$ cat config.mk
export PLATFORM = sky130hd
export DESIGN_NAME = fifo_read_ctrl
export DESIGN_NICKNAME = d
export VERILOG_FILES = /design/src/rtl/fifo_read_ctrl.sv
export SDC_FILE = /design/constraint.sdc
export NUM_CORES = 1
export LEC_CHECK = 0
export ABC_AREA = 0
export ABC_CLOCK_PERIOD_IN_PS = 2900
export CAP_MARGIN = 30
export CORE_ASPECT_RATIO = 0.75
export CORE_MARGIN = 2
export CORE_UTILIZATION = 51
export DETAILED_ROUTE_END_ITERATION = 10
export GPL_ROUTABILITY_DRIVEN = 0
export PLACE_DENSITY_LB_ADDON = 0.15
export SLEW_MARGIN = 20
export SYNTH_ARGS = -nofsm -noshare
export SYNTH_HDL_FRONTEND = slang
export SYNTH_SLANG_ARGS = --single-unit
$ cat constraint.sdc
create_clock -name clk -period 2.9 [get_ports clk]
set_clock_uncertainty 0.15 [all_clocks]
set_input_delay 0.87 -clock clk [delete_from_list [all_inputs] [get_ports clk]]
set_output_delay 0.87 -clock clk [all_outputs]
set_load 0.02 [all_outputs]
$ cat src/rtl/fifo_read_ctrl.sv
// -----------------------------------------------------------------------------
// fifo_read_ctrl
//
// Read-side controller for a synchronous FIFO. On a start command it drains
// burst_len words from the FIFO read port and presents them on a valid/ready
// output stream. A 2-entry skid buffer absorbs the FIFO's 1-cycle read
// latency, so downstream backpressure never loses data and no read is ever
// issued to an empty FIFO.
//
// Handshake: a word moves on the m_* stream in every cycle where m_valid and
// m_ready are both 1 at the rising edge. m_valid never depends on m_ready.
// While m_valid=1 and m_ready=0, m_data and m_last hold stable.
//
// Ports:
//   clk            clock, rising edge
//   rst            synchronous, active-high reset
//   start          1-cycle burst request, sampled only in IDLE
//   burst_len      words to read, sampled with start (1..BURST_MAX is legal)
//   abort          terminates the active burst (honoured only in READ)
//   fifo_rd_en     FIFO read enable (combinational)
//   fifo_data_out  FIFO read data, valid 1 cycle after fifo_rd_en is sampled
//   fifo_empty     FIFO empty flag
//   m_valid        output word valid
//   m_data         output word (skid buffer head)
//   m_last         final word of the burst, qualified by m_valid
//   m_ready        downstream accept
//   busy           high in READ or FLUSH
//   done           1-cycle pulse when a burst completes or an abort finishes
//   err            1-cycle pulse when a start is rejected
//   words_done     words transferred on m_* in the current or last burst
//   dbg_state      current FSM state (0=IDLE, 1=READ, 2=FLUSH)
// -----------------------------------------------------------------------------
module fifo_read_ctrl #(
   parameter int DATA_WIDTH = 16,
   parameter int BURST_MAX  = 8,
   parameter int LEN_W      = 4
) (
   input  logic                  clk,
   input  logic                  rst,
   input  logic                  start,
   input  logic [LEN_W-1:0]      burst_len,
   input  logic                  abort,
   output logic                  fifo_rd_en,
   input  logic [DATA_WIDTH-1:0] fifo_data_out,
   input  logic                  fifo_empty,
   output logic                  m_valid,
   output logic [DATA_WIDTH-1:0] m_data,
   output logic                  m_last,
   input  logic                  m_ready,
   output logic                  busy,
   output logic                  done,
   output logic                  err,
   output logic [LEN_W-1:0]      words_done,
   output logic [1:0]            dbg_state
);

   typedef enum logic [1:0] {
      S_IDLE  = 2'd0,
      S_READ  = 2'd1,
      S_FLUSH = 2'd2
   } state_t;

   localparam logic [LEN_W-1:0] BURST_MAX_L = LEN_W'(BURST_MAX);
   localparam logic [LEN_W-1:0] ONE_L       = LEN_W'(1);

   state_t                 state;
   state_t                 state_nxt;

   logic [LEN_W-1:0]       issue_cnt;   // reads still to be issued
   logic [LEN_W-1:0]       xfer_cnt;    // words still to be transferred
   logic [LEN_W-1:0]       words_cnt;
   logic                   inflight;    // a read was issued last cycle
   logic [DATA_WIDTH-1:0]  buf0;        // skid buffer head
   logic [DATA_WIDTH-1:0]  buf1;        // skid buffer second entry
   logic [1:0]             buf_cnt;
   logic                   done_q;
   logic                   err_q;

   logic                   len_ok;
   logic                   accept_start;
   logic                   pop;
   logic                   push;
   logic                   final_xfer;
   logic                   room_ok;
   logic [2:0]             occ_sum;
   logic [2:0]             occ_lim;
   logic                   done_nxt;
   logic                   err_nxt;
   logic                   flush_buf;

   // ---------------------------------------------------------------------
   // Datapath decode
   // ---------------------------------------------------------------------
   assign len_ok       = (burst_len != '0) && (burst_len <= BURST_MAX_L);
   assign accept_start = (state == S_IDLE) && start && len_ok;

   // The buffer only drives the stream in READ; FLUSH hides whatever is left.
   assign m_valid    = (state == S_READ) && (buf_cnt != 2'd0);
   assign m_data     = buf0;
   assign m_last     = m_valid && (xfer_cnt == ONE_L);
   assign pop        = m_valid && m_ready;
   assign final_xfer = pop && (xfer_cnt == ONE_L);

   // A returning word is only kept while still reading; in FLUSH it is dropped.
   assign push = inflight && (state == S_READ);

   // Buffered plus in-flight words must stay at or below 2 after this cycle.
   // A pop in the same cycle frees a slot, which is what lets a new read go
   // out every cycle and sustain one word per cycle with m_ready held high.
   assign occ_sum = {1'b0, buf_cnt} + {2'b00, inflight};
   assign occ_lim = 3'd2 + {2'b00, pop};
   assign room_ok = (occ_sum < occ_lim);

   // Gated by rst so a reset cycle never consumes a FIFO word.
   assign fifo_rd_en = !rst && (state == S_READ) && !abort &&
                       (issue_cnt != '0) && !fifo_empty && room_ok;

   // An abort that coincides with the final transfer takes the normal done
   // path, so the buffer is only thrown away on a genuine abort.
   assign flush_buf = ((state == S_READ) && abort && !final_xfer) ||
                      (state == S_FLUSH);

   // ---------------------------------------------------------------------
   // FSM: next-state and pulse decode
   // ---------------------------------------------------------------------
   always_comb begin
      state_nxt = state;
      done_nxt  = 1'b0;
      err_nxt   = 1'b0;
      case (state)
         S_IDLE: begin
            if (start) begin
               if (len_ok) state_nxt = S_READ;
               else        err_nxt   = 1'b1;
            end
         end
         S_READ: begin
            if (final_xfer) begin
               state_nxt = S_IDLE;
               done_nxt  = 1'b1;
            end else if (abort) begin
               state_nxt = S_FLUSH;
            end
         end
         S_FLUSH: begin
            // Wait until no read can still be returning data.
            if (!inflight) begin
               state_nxt = S_IDLE;
               done_nxt  = 1'b1;
            end
         end
         default: begin
            state_nxt = S_IDLE;
         end
      endcase
   end

   // ---------------------------------------------------------------------
   // FSM state register and control counters
   // ---------------------------------------------------------------------
   always_ff @(posedge clk) begin
      if (rst) begin
         state     <= S_IDLE;
         issue_cnt <= '0;
         xfer_cnt  <= '0;
         words_cnt <= '0;
         inflight  <= 1'b0;
         done_q    <= 1'b0;
         err_q     <= 1'b0;
      end else begin
         state    <= state_nxt;
         done_q   <= done_nxt;
         err_q    <= err_nxt;
         inflight <= fifo_rd_en;

         if (accept_start) begin
            issue_cnt <= burst_len;
            xfer_cnt  <= burst_len;
            words_cnt <= '0;
         end else begin
            if (fifo_rd_en) issue_cnt <= issue_cnt - ONE_L;
            if (pop) begin
               xfer_cnt  <= xfer_cnt - ONE_L;
               words_cnt <= words_cnt + ONE_L;
            end
         end
      end
   end

   // ---------------------------------------------------------------------
   // 2-entry skid buffer. buf0 is always the head; a pop shifts buf1 down.
   // The occupancy rule above guarantees no push arrives when it is full.
   // ---------------------------------------------------------------------
   always_ff @(posedge clk) begin
      if (rst) begin
         buf0    <= '0;
         buf1    <= '0;
         buf_cnt <= 2'd0;
      end else if (flush_buf) begin
         buf_cnt <= 2'd0;
      end else begin
         case ({push, pop})
            2'b10: begin
               if (buf_cnt == 2'd0) buf0 <= fifo_data_out;
               else                 buf1 <= fifo_data_out;
               buf_cnt <= buf_cnt + 2'd1;
            end
            2'b01: begin
               buf0    <= buf1;
               buf_cnt <= buf_cnt - 2'd1;
            end
            2'b11: begin
               // Count unchanged; new word lands behind the remaining one.
               if (buf_cnt == 2'd1) begin
                  buf0 <= fifo_data_out;
               end else begin
                  buf0 <= buf1;
                  buf1 <= fifo_data_out;
               end
            end
            default: begin
            end
         endcase
      end
   end

   // ---------------------------------------------------------------------
   // Status outputs
   // ---------------------------------------------------------------------
   assign busy       = (state == S_READ) || (state == S_FLUSH);
   assign done       = done_q;
   assign err        = err_q;
   assign words_done = words_cnt;
   assign dbg_state  = state;

endmodule

# Word-level counts from Yosys, hierarchy flattened
# Cells that the tools add are included.
# classes
add_sub_neg	7
n_mul	0
div	0
magnitude_cmp	2
n_eq_ne	14
n_shift	0
mux	21
bitwise_logic	3
reduce_logical	37
# op_table
op	count
$mux 16	4
$pmux 16 s3	1
$pmux 16 s2	1
$mux 4	4
$logic_and 1x1->1	15
$ne 2x2->1 const B	6
$mux 2	5
$reduce_bool 2->1	5
$reduce_and 4->1	2
$reduce_bool 4->1	2
$sub 4x1->4 const B	2
$eq 2x1->1 const B	3
$eq 2x2->1 const B	3
$pmux 2 s3	1
$add 4x1->4 const B	1
$eq 4x1->1 const B	1
$le 4x4->1 const B	1
$logic_not 1->1	4
$logic_not 2->1	2
$pmux 2 s2	1
$reduce_or 2->1	2
$add 2x1->3	1
$add 2x1->3 const A	1
$lt 3x3->1	1
10 further kinds	15
# totals
regBits	51
latchBits	0
mem_bits_rw	0
rom_bits	0
inputBits	26
output_inout_bits	28
wordCells	94
memories	0

# Longest topological paths before layout
# Gate-level depths: netlist of the first run.
# depth
depth_word	9
mapped_depth	12
depth_no_buf	9

# Least setup slack after synthesis of the first run
# No wires, ideal clock.
# synth_path
kind	input to output
start	input port rst
end	output port fifo_rd_en
arrival_time_ns	1.867
t_required_ns	1.880
slack_ns	0.013
cell_stages	3
n_path_buf	0
cell_sequence	nor4_1 nand2_1 nor3_1
# synth_between
elab_chain_cells	6
# synth_rtl
element	line	text
start: declaration	39	input logic rst,
$logic_not 1->1	115	assign fifo_rd_en = !rst && (state == S_READ) && !abort &&
$logic_and 1x1->1 (3 in a row)	115	
$logic_and 1x1->1 (2 in a row)	116	(issue_cnt != '0) && !fifo_empty && room_ok;
end: declaration	43	output logic fifo_rd_en,
# Every way passes these cells.

# Final worst setup path of the first run
# Same ends and word-level chain as after synthesis.

==> flow_results.xml, run 1 <==
<?xml version="1.0" encoding="UTF-8"?>
<metrics>
  <group name="synthesis">
    <metric name="synth_top_cell_by_area" unit="">sky130_fd_sc_hd__dfxtp_1</metric>
    <metric name="number_of_flops_mapped_to_enable_cells_by_yosys" unit="">0</metric>
    <metric name="synth-compound-area-share" unit="%">28.0</metric>
    <metric name="synthDistinctLibCells" unit="">48</metric>
    <metric name="synthesis.yosys.warnings" unit="">0</metric>
    <metric name="synth.avg_cell_area" unit="sq um">8.83</metric>
    <metric name="yosys.area_share.xor_xnor" unit="%">2.36</metric>
    <metric name="ys_seq_elements" unit="">51</metric>
    <metric name="synth_top_family_by_area" unit="">compound AO/OA/AOI/OAI gates</metric>
    <metric name="syn-cell-area" unit="sq um">2590</metric>
    <metric name="async_flop_share" unit="%">0</metric>
    <metric name="synthAdderAreaFrac" unit="%">7.71</metric>
    <metric name="synth_simple_gate_area_share" unit="%">14.8</metric>
    <metric name="top_cell_type_s_share_of_synthesized_area" unit="%">39.3</metric>
    <metric name="synth-main-ff-cell" unit="">sky130_fd_sc_hd__dfxtp_1</metric>
    <metric name="number_of_nets_in_the_synthesized_netlist" unit="">336</metric>
    <metric name="cell_count_after_synthesis" unit="">294</metric>
    <metric name="seq_area_frac_synth" unit="%">39.3</metric>
    <metric name="multiplexer_share_of_the_synthesized_area" unit="%">1.21</metric>
    <metric name="ys_top_cells_by_area" unit="">sky130_fd_sc_hd__dfxtp_1, sky130_fd_sc_hd__ha_1, sky130_fd_sc_hd__a21oi_1</metric>
  </group>
  <group name="power_and_ir_drop">
    <metric name="p_int" unit="mW">1.23</metric>
    <metric name="swShare" unit="%">31.6</metric>
    <metric name="combPwrFrac" unit="%">31.0</metric>
    <metric name="cellLeakagePower" unit="nW">1.38</metric>
    <metric name="netSwitchingPower" unit="uW">571</metric>
    <metric name="power_per_cell_area" unit="nW/um^2">507</metric>
    <metric name="peak_supply_drop" unit="uV">594</metric>
    <metric name="power_frac_clock" unit="%">27.2</metric>
    <metric name="sequential_power_share" unit="%">41.8</metric>
  </group>
  <group name="clocking">
    <metric name="htree_levels" unit="">2</metric>
    <metric name="cts_inserted_buffers" unit="">5</metric>
    <metric name="cts.hold.buffers_added" unit="">0</metric>
    <metric name="ctsRootBufferMaster" unit="">sky130_fd_sc_hd__clkbuf_8</metric>
    <metric name="tritoncts" unit="">built</metric>
    <metric name="cts.clk_slew.worst_paths" unit="ns">0.09</metric>
    <metric name="max-clock-path-buffers" unit="">2</metric>
    <metric name="numClockSinks" unit="">51</metric>
    <metric name="clock_insertion_delay_worst_skew" unit="ns">0.30</metric>
  </group>
  <group name="global_routing">
    <metric name="pin_count_of_the_biggest_net_entering_global_routing" unit="">49</metric>
    <metric name="grt_pass1_vias" unit="">2327</metric>
    <metric name="grt_overflow_total" unit="">0</metric>
    <metric name="first_pass_grt_wire_length" unit="um">10900</metric>
    <metric name="grt_use_total" unit="%">24.3</metric>
    <metric name="initial_antenna_violation_count" unit="">0</metric>
  </group>
  <group name="routing">
    <metric name="route.vias.total" unit="">2515</metric>
    <metric name="detail_route.iter0.violations" unit="">147</metric>
    <metric name="post_drt_wl_per_cell" unit="um">15.6</metric>
    <metric name="wirelength" unit="um">6720</metric>
    <metric name="postRouteAntennaNets" unit="">0</metric>
    <metric name="vias_per_cell" unit="">5.82</metric>
    <metric name="route.detailed.drc" unit="">0</metric>
    <metric name="firstDrtPassIters" unit="">5</metric>
  </group>
  <group name="timing">
    <metric name="maximum_frequency_from_static_timing_analysis" unit="MHz">355</metric>
    <metric name="slew_violations" unit="">0</metric>
    <metric name="finalHoldWorstSlack" unit="ns">0.329</metric>
    <metric name="fin_crit_sh" unit="%">97.2</metric>
    <metric name="final_period_minus_worst_setup_slack" unit="ns">2.82</metric>
    <metric name="rsz0062_at_grt" unit="">false</metric>
    <metric name="hold_violations" unit="">0</metric>
    <metric name="tightestPinTransition" unit="ns">0.501</metric>
    <metric name="relSlewSlack" unit="%">66.6</metric>
    <metric name="finalSetupViolCount" unit="">0</metric>
  </group>
  <group name="setup_path">
    <metric name="timing.critical_path.required" unit="ns">1.88</metric>
    <metric name="criticalPathCategory" unit="">in2out</metric>
    <metric name="type_of_element_capturing_the_critical_path" unit="">output pin</metric>
    <metric name="cp_arrival" unit="ns">1.80</metric>
    <metric name="worst-path-max-fanout" unit="">2</metric>
    <metric name="startpoint_type" unit="">input pin</metric>
  </group>
  <group name="layout">
    <metric name="layout.cells.most_common" unit="">sky130_fd_sc_hd__dfxtp_1</metric>
    <metric name="utilization" unit="%">72.6</metric>
    <metric name="area_growth_syn_to_layout" unit="%">37.1</metric>
    <metric name="layout-drive-gt1-share" unit="%">15.1</metric>
    <metric name="final_nets" unit="">414</metric>
    <metric name="filler_cell_count" unit="">403</metric>
    <metric name="multi_input_logic_area" unit="sq um">1450</metric>
    <metric name="ff_latch_area" unit="sq um">1020</metric>
    <metric name="num_antenna_cells" unit="">0</metric>
    <metric name="final_cell_mix" unit="">sky130_fd_sc_hd__dfxtp_1, sky130_fd_sc_hd__clkdlybuf4s50_1, sky130_fd_sc_hd__a21oi_1</metric>
  </group>
  <group name="placement">
    <metric name="place.port_buffers" unit="">53</metric>
    <metric name="place_hpwl" unit="um">4830</metric>
  </group>
  <group name="run">
    <metric name="drv.max_cap_violation_count" unit="">0</metric>
  </group>
  <group name="die">
    <metric name="ios" unit="">54</metric>
    <metric name="core_area" unit="sq um">4900</metric>
    <metric name="die_w" unit="um">86.4</metric>
    <metric name="die-area" unit="sq um">5680</metric>
    <metric name="floorplan.die.height" unit="um">65.8</metric>
    <metric name="initial_utilization" unit="%">53.0</metric>
    <metric name="placementRows" unit="">22</metric>
  </group>
  <group name="run_status">
    <metric name="result_of_the_run" unit="">completed</metric>
  </group>
  <group name="hold_path">
    <metric name="hold_crit_class" unit="">reg2reg</metric>
  </group>
</metrics>
[critical path, cell delays in order]
cell and delay (ns):
sky130_fd_sc_hd__dlymetal6s2s_1 0.16, sky130_fd_sc_hd__nor4_4 0.27, sky130_fd_sc_hd__nand2_1 0.11, sky130_fd_sc_hd__nor3_2 0.22
sky130_fd_sc_hd__buf_4 0.17
[routing by layer]
layer	GRT usage, %	routed length (um)	vias up
met4	7.03	76	0
li1	-	-	1248
met1	34.7	3160	1184
met3	4.00	412	9
met2	37.7	3070	74
met5	0	0	-
[final timing paths]
| path | depth (start not counted) | from | end | slack (ns) |
|---|---|---|---|---|
| setup / recovery | 5 | rst | fifo_rd_en | 0.08 |
| hold / removal | 2 | buf1[0] | buf1[0] | 0.33 |
| setup reg to reg | 11 | buf_cnt[0] | buf1[1] | 0.50 |
| hold reg to reg | 2 | buf1[0] | buf1[0] | 0.33 |
[repair_timing]
action	in CTS	in global routing
gates resized for setup	9	15
gates cloned	0	0
buffers inserted	0	1
endpoints found under the setup margin	2	3
pin swaps	1	3
[synthesized netlist by cell type (2+ instances only)]
cell type	n
sky130_fd_sc_hd__a211oi_1	17
sky130_fd_sc_hd__xor2_1	3
sky130_fd_sc_hd__nand3_1	18
sky130_fd_sc_hd__inv_1	14
sky130_fd_sc_hd__nor2_1	6
sky130_fd_sc_hd__or3_1	3
sky130_fd_sc_hd__a21oi_1	37
sky130_fd_sc_hd__nand4_1	3
sky130_fd_sc_hd__xnor2_1	4
sky130_fd_sc_hd__nor2b_1	4
sky130_fd_sc_hd__nor4_1	3
sky130_fd_sc_hd__buf_6	3
sky130_fd_sc_hd__nand2_1	12
sky130_fd_sc_hd__o22ai_1	2
sky130_fd_sc_hd__mux2i_1	2
sky130_fd_sc_hd__buf_2	6
sky130_fd_sc_hd__nor3b_1	2
sky130_fd_sc_hd__o211a_1	2
sky130_fd_sc_hd__clkbuf_1	8
sky130_fd_sc_hd__o21ai_0	23
sky130_fd_sc_hd__ha_1	16
sky130_fd_sc_hd__o21a_1	4
sky130_fd_sc_hd__nor3_1	11
sky130_fd_sc_hd__a22oi_1	17
sky130_fd_sc_hd__dfxtp_1	51
[kinds of logic (layout without fill, tap and decap cells)]
| group | count (synthesis) | in the layout |
|---|---|---|
| AOI/OAI and AO/OA | 113 | 113 |
| and+or+nand+nor | 71 | 71 |
| DFF | 51 | 51 |
| buffers and inverters | 33 | 111 |
| adders and majority gates | 16 | 16 |
| xor gates and xnor gates | 7 | 7 |
| muxes | 3 | 3 |
[area by class of cell]
class	count	area share, %
Tap cell	60	2.11
Timing Repair Buffer	90	23.9
Multi-Input combinational cell	210	40.7
Inverter	14	1.48
Clock buffer	5	1.93
Clock inverter	2	1.05
Sequential cell	51	28.8
[flip-flops by register name (all words and copies together) (netlist names)]
signal / count
dbg_state: 2
xfer_cnt: 4
done: 1
buf1: 16
m_data: 16
err: 1
words_done: 4
inflight: 1
buf_cnt: 2
issue_cnt: 4
[power by group through the flow]
stage	sequential, mW	combinational, mW	clock [mW]
4_1_cts	0.753	0.556	0.491
3_5_place_dp	0.769	0.547	0
2_1_floorplan	0.786	0.320	0
6_report	0.753	0.559	0.490
5_1_grt	0.757	0.620	0.523
3_3_place_gp	0.767	0.546	0
[stage by stage]
stage | setup TNS [ns] | instances | power (mW) | setup WS [ns] | area [sq um]
after floorplan | 0 | 294 | 1.11 | 0.0126 | 2590
after global placement | -1.29 | 424 | 1.31 | -0.703 | 3390
after detailed placement | -3.42 | 424 | 1.32 | -0.768 | 3390
after CTS | -0.197 | 431 | 1.80 | -0.197 | 3500
after global routing | 0 | 432 | 1.90 | 0.00621 | 3560
final | 0 | 432 | 1.80 | 0.0818 | 3560
Note: power is estimated with default switching activity, not from simulation.
==> run 2: changes to the inputs <==
- CTS_BUF_LIST: unset -> sky130_fd_sc_hd__clkbuf_16
- PLACE_DENSITY_LB_ADDON: 0.15 -> 0.08
==> flow_results.xml, run 2 (synthesized netlist as in run 1, its figures left out) <==
<?xml version="1.0" encoding="UTF-8"?>
<metrics>
  <group name="run_status">
    <metric name="result_of_the_run" unit="">completed</metric>
  </group>
  <group name="placement">
    <metric name="place.port_buffers" unit="">53</metric>
    <metric name="dp_worst_setup_slack" unit="ns">-0.741</metric>
    <metric name="dpl_cell_area" unit="sq um">3420</metric>
    <metric name="place_hpwl" unit="um">4850</metric>
    <metric name="place_inst" unit="">428</metric>
  </group>
  <group name="layout">
    <metric name="layout.cells.most_common" unit="">sky130_fd_sc_hd__dfxtp_1</metric>
    <metric name="utilization" unit="%">74.3</metric>
    <metric name="final_nets" unit="">421</metric>
    <metric name="final_cell_mix" unit="">sky130_fd_sc_hd__dfxtp_1, sky130_fd_sc_hd__clkdlybuf4s50_1, sky130_fd_sc_hd__buf_4</metric>
    <metric name="finalInstanceArea" unit="sq um">3640</metric>
    <metric name="final-instance-count-excl-fill" unit="">440</metric>
    <metric name="layout-drive-gt1-share" unit="%">16.1</metric>
    <metric name="num_antenna_cells" unit="">0</metric>
    <metric name="area_growth_syn_to_layout" unit="%">40.4</metric>
  </group>
  <group name="global_routing">
    <metric name="grt_use_total" unit="%">24.9</metric>
    <metric name="initial_antenna_violation_count" unit="">0</metric>
    <metric name="grt_overflow_total" unit="">0</metric>
    <metric name="grt_pass1_vias" unit="">2337</metric>
    <metric name="first_pass_grt_wire_length" unit="um">11100</metric>
    <metric name="pin_count_of_the_biggest_net_entering_global_routing" unit="">49</metric>
  </group>
  <group name="die">
    <metric name="placementRows" unit="">22</metric>
    <metric name="core_area" unit="sq um">4900</metric>
    <metric name="floorplan.die.height" unit="um">65.8</metric>
    <metric name="initial_utilization" unit="%">53.0</metric>
    <metric name="ios" unit="">54</metric>
    <metric name="die_w" unit="um">86.4</metric>
    <metric name="die-area" unit="sq um">5680</metric>
  </group>
  <group name="power_and_ir_drop">
    <metric name="sequential_power_share" unit="%">37.9</metric>
    <metric name="peak_supply_drop" unit="uV">477</metric>
    <metric name="netSwitchingPower" unit="uW">605</metric>
    <metric name="swShare" unit="%">30.3</metric>
    <metric name="power_frac_clock" unit="%">33.6</metric>
    <metric name="cellLeakagePower" unit="nW">1.45</metric>
    <metric name="p_int" unit="mW">1.39</metric>
    <metric name="fin_total_pwr" unit="mW">2.00</metric>
    <metric name="combPwrFrac" unit="%">28.5</metric>
    <metric name="power_per_cell_area" unit="nW/um^2">548</metric>
  </group>
  <group name="setup_path">
    <metric name="startpoint_type" unit="">flop</metric>
    <metric name="timing.critical_path.slowest_cell_delay" unit="ns">0.34</metric>
    <metric name="timing.critical_path.cells" unit="">ha_1 &gt; ha_1 &gt; nor4_2 &gt; nand2_1 &gt; nor3_2 &gt; buf_4</metric>
    <metric name="reg2regPathDepth" unit="">11</metric>
    <metric name="critical_path.n_buffers_inverters" unit="">1</metric>
    <metric name="cp_top_family" unit="">simple AND/OR/NAND/NOR gates</metric>
    <metric name="crit_path_top_delay_cell" unit="">sky130_fd_sc_hd__dfxtp_2</metric>
    <metric name="criticalPathCategory" unit="">reg2out</metric>
    <metric name="regToRegSetupSlack" unit="ns">0.39</metric>
    <metric name="worst-path-max-fanout" unit="">4</metric>
    <metric name="worstReg2RegEnd" unit="">m_data[13]</metric>
    <metric name="timing.critical_path.mode_cell" unit="">sky130_fd_sc_hd__ha_1</metric>
    <metric name="type_of_element_capturing_the_critical_path" unit="">output pin</metric>
    <metric name="timing.critical_path.required" unit="ns">1.88</metric>
    <metric name="crit-reg2reg-launch" unit="">buf_cnt[0]</metric>
    <metric name="cp_arrival" unit="ns">1.85</metric>
  </group>
  <group name="hold_path">
    <metric name="timing.hold.worst_endpoint" unit="">buf1[15]</metric>
    <metric name="hold_crit_class" unit="">reg2reg</metric>
    <metric name="hold_depth" unit="">2</metric>
    <metric name="min-delay-start" unit="">buf1[15]</metric>
  </group>
  <group name="routing">
    <metric name="vias_per_cell" unit="">5.82</metric>
    <metric name="post_drt_wl_per_cell" unit="um">15.6</metric>
    <metric name="route.vias.total" unit="">2560</metric>
    <metric name="wirelength" unit="um">6860</metric>
    <metric name="firstDrtPassIters" unit="">4</metric>
    <metric name="detail_route.iter0.violations" unit="">171</metric>
    <metric name="postRouteAntennaNets" unit="">0</metric>
    <metric name="route.detailed.drc" unit="">0</metric>
  </group>
  <group name="clocking">
    <metric name="tritoncts" unit="">built</metric>
    <metric name="ctsRootBufferMaster" unit="">sky130_fd_sc_hd__clkbuf_16</metric>
    <metric name="clock_insertion_delay_worst_skew" unit="ns">0.29</metric>
    <metric name="max-clock-path-buffers" unit="">2</metric>
    <metric name="cts.hold.buffers_added" unit="">0</metric>
    <metric name="cts.clk_slew.worst_paths" unit="ns">0.07</metric>
    <metric name="cts_inserted_buffers" unit="">5</metric>
    <metric name="htree_levels" unit="">2</metric>
    <metric name="numClockSinks" unit="">51</metric>
  </group>
  <group name="timing">
    <metric name="finalSetupViolCount" unit="">0</metric>
    <metric name="maximum_frequency_from_static_timing_analysis" unit="MHz">348</metric>
    <metric name="tns" unit="ns">0</metric>
    <metric name="final.setup.worst_slack" unit="ns">0.0256</metric>
    <metric name="hold_violations" unit="">0</metric>
    <metric name="relSlewSlack" unit="%">66.3</metric>
    <metric name="fin_crit_sh" unit="%">99.1</metric>
    <metric name="tightestPinTransition" unit="ns">0.505</metric>
    <metric name="finalHoldWorstSlack" unit="ns">0.326</metric>
    <metric name="slew_violations" unit="">0</metric>
    <metric name="final_period_minus_worst_setup_slack" unit="ns">2.87</metric>
  </group>
  <group name="run">
    <metric name="drv.max_cap_violation_count" unit="">0</metric>
  </group>
</metrics>
[run 2: cell types whose count changed in the layout (fill, tap and decap cells not counted), sizes merged]
cell	change
buf	+7
clkinv	+2
clkbuf	-1
clkdlybuf4s15	+1
clkinvlp	-1
[run 2: worst max path at each step]
stage | start | endpoint | slack, ns | depth (start not counted)
after CTS | m_ready | fifo_rd_en | -0.19 | 5
after global placement | rst | fifo_rd_en | -0.70 | 5
after detailed placement | abort | fifo_rd_en | -0.74 | 5
final | buf_cnt[0] | fifo_rd_en | 0.03 | 6
after floorplan | rst | fifo_rd_en | 0.01 | 3
after global routing | buf_cnt[0] | fifo_rd_en | -0.06 | 6
[run 2: final cells by class]
type	instances	area (sq um)
Timing Repair Buffer	97	908
Clock inverter	3	43.8
Sequential cell	51	1020
Fill cell	396	1260
Clock buffer	5	125
Inverter	14	52.6
Tap cell	60	75.1
Multi-Input combinational cell	210	1420
[run 2: metal layers]
layer	GRT usage (%)	routed length, um	vias up
li1	-	-	1267
met1	37.5	3270	1189
met2	37.2	2980	100
met3	4.49	562	4
met4	4.88	42	0
met5	0	0	-
[run 2: what timing repair did]
action	CTS	global route
setup endpoints to repair	2	35
pin swaps	0	4
resized for setup	9	7
buffers inserted	0	4
[run 2: worst reg2reg max path: cells and delay by family (launching register included)]
family,cells,cell delay [ns]
DFF,1,0.36
buffers and inverters,4,0.52
adders and majority gates,2,0.43
AOI/OAI and AO/OA,3,0.57
and+or+nand+nor,2,0.38
[run 2: power by group through the flow]
stage / Sequential, mW / Clock [mW] / Combinational, mW
after floorplan: 0.786 / 0 / 0.320
after global placement: 0.771 / 0 / 0.544
after detailed placement: 0.772 / 0 / 0.551
after CTS: 0.756 / 0.674 / 0.560
after global routing: 0.761 / 0.701 / 0.622
final: 0.757 / 0.672 / 0.569
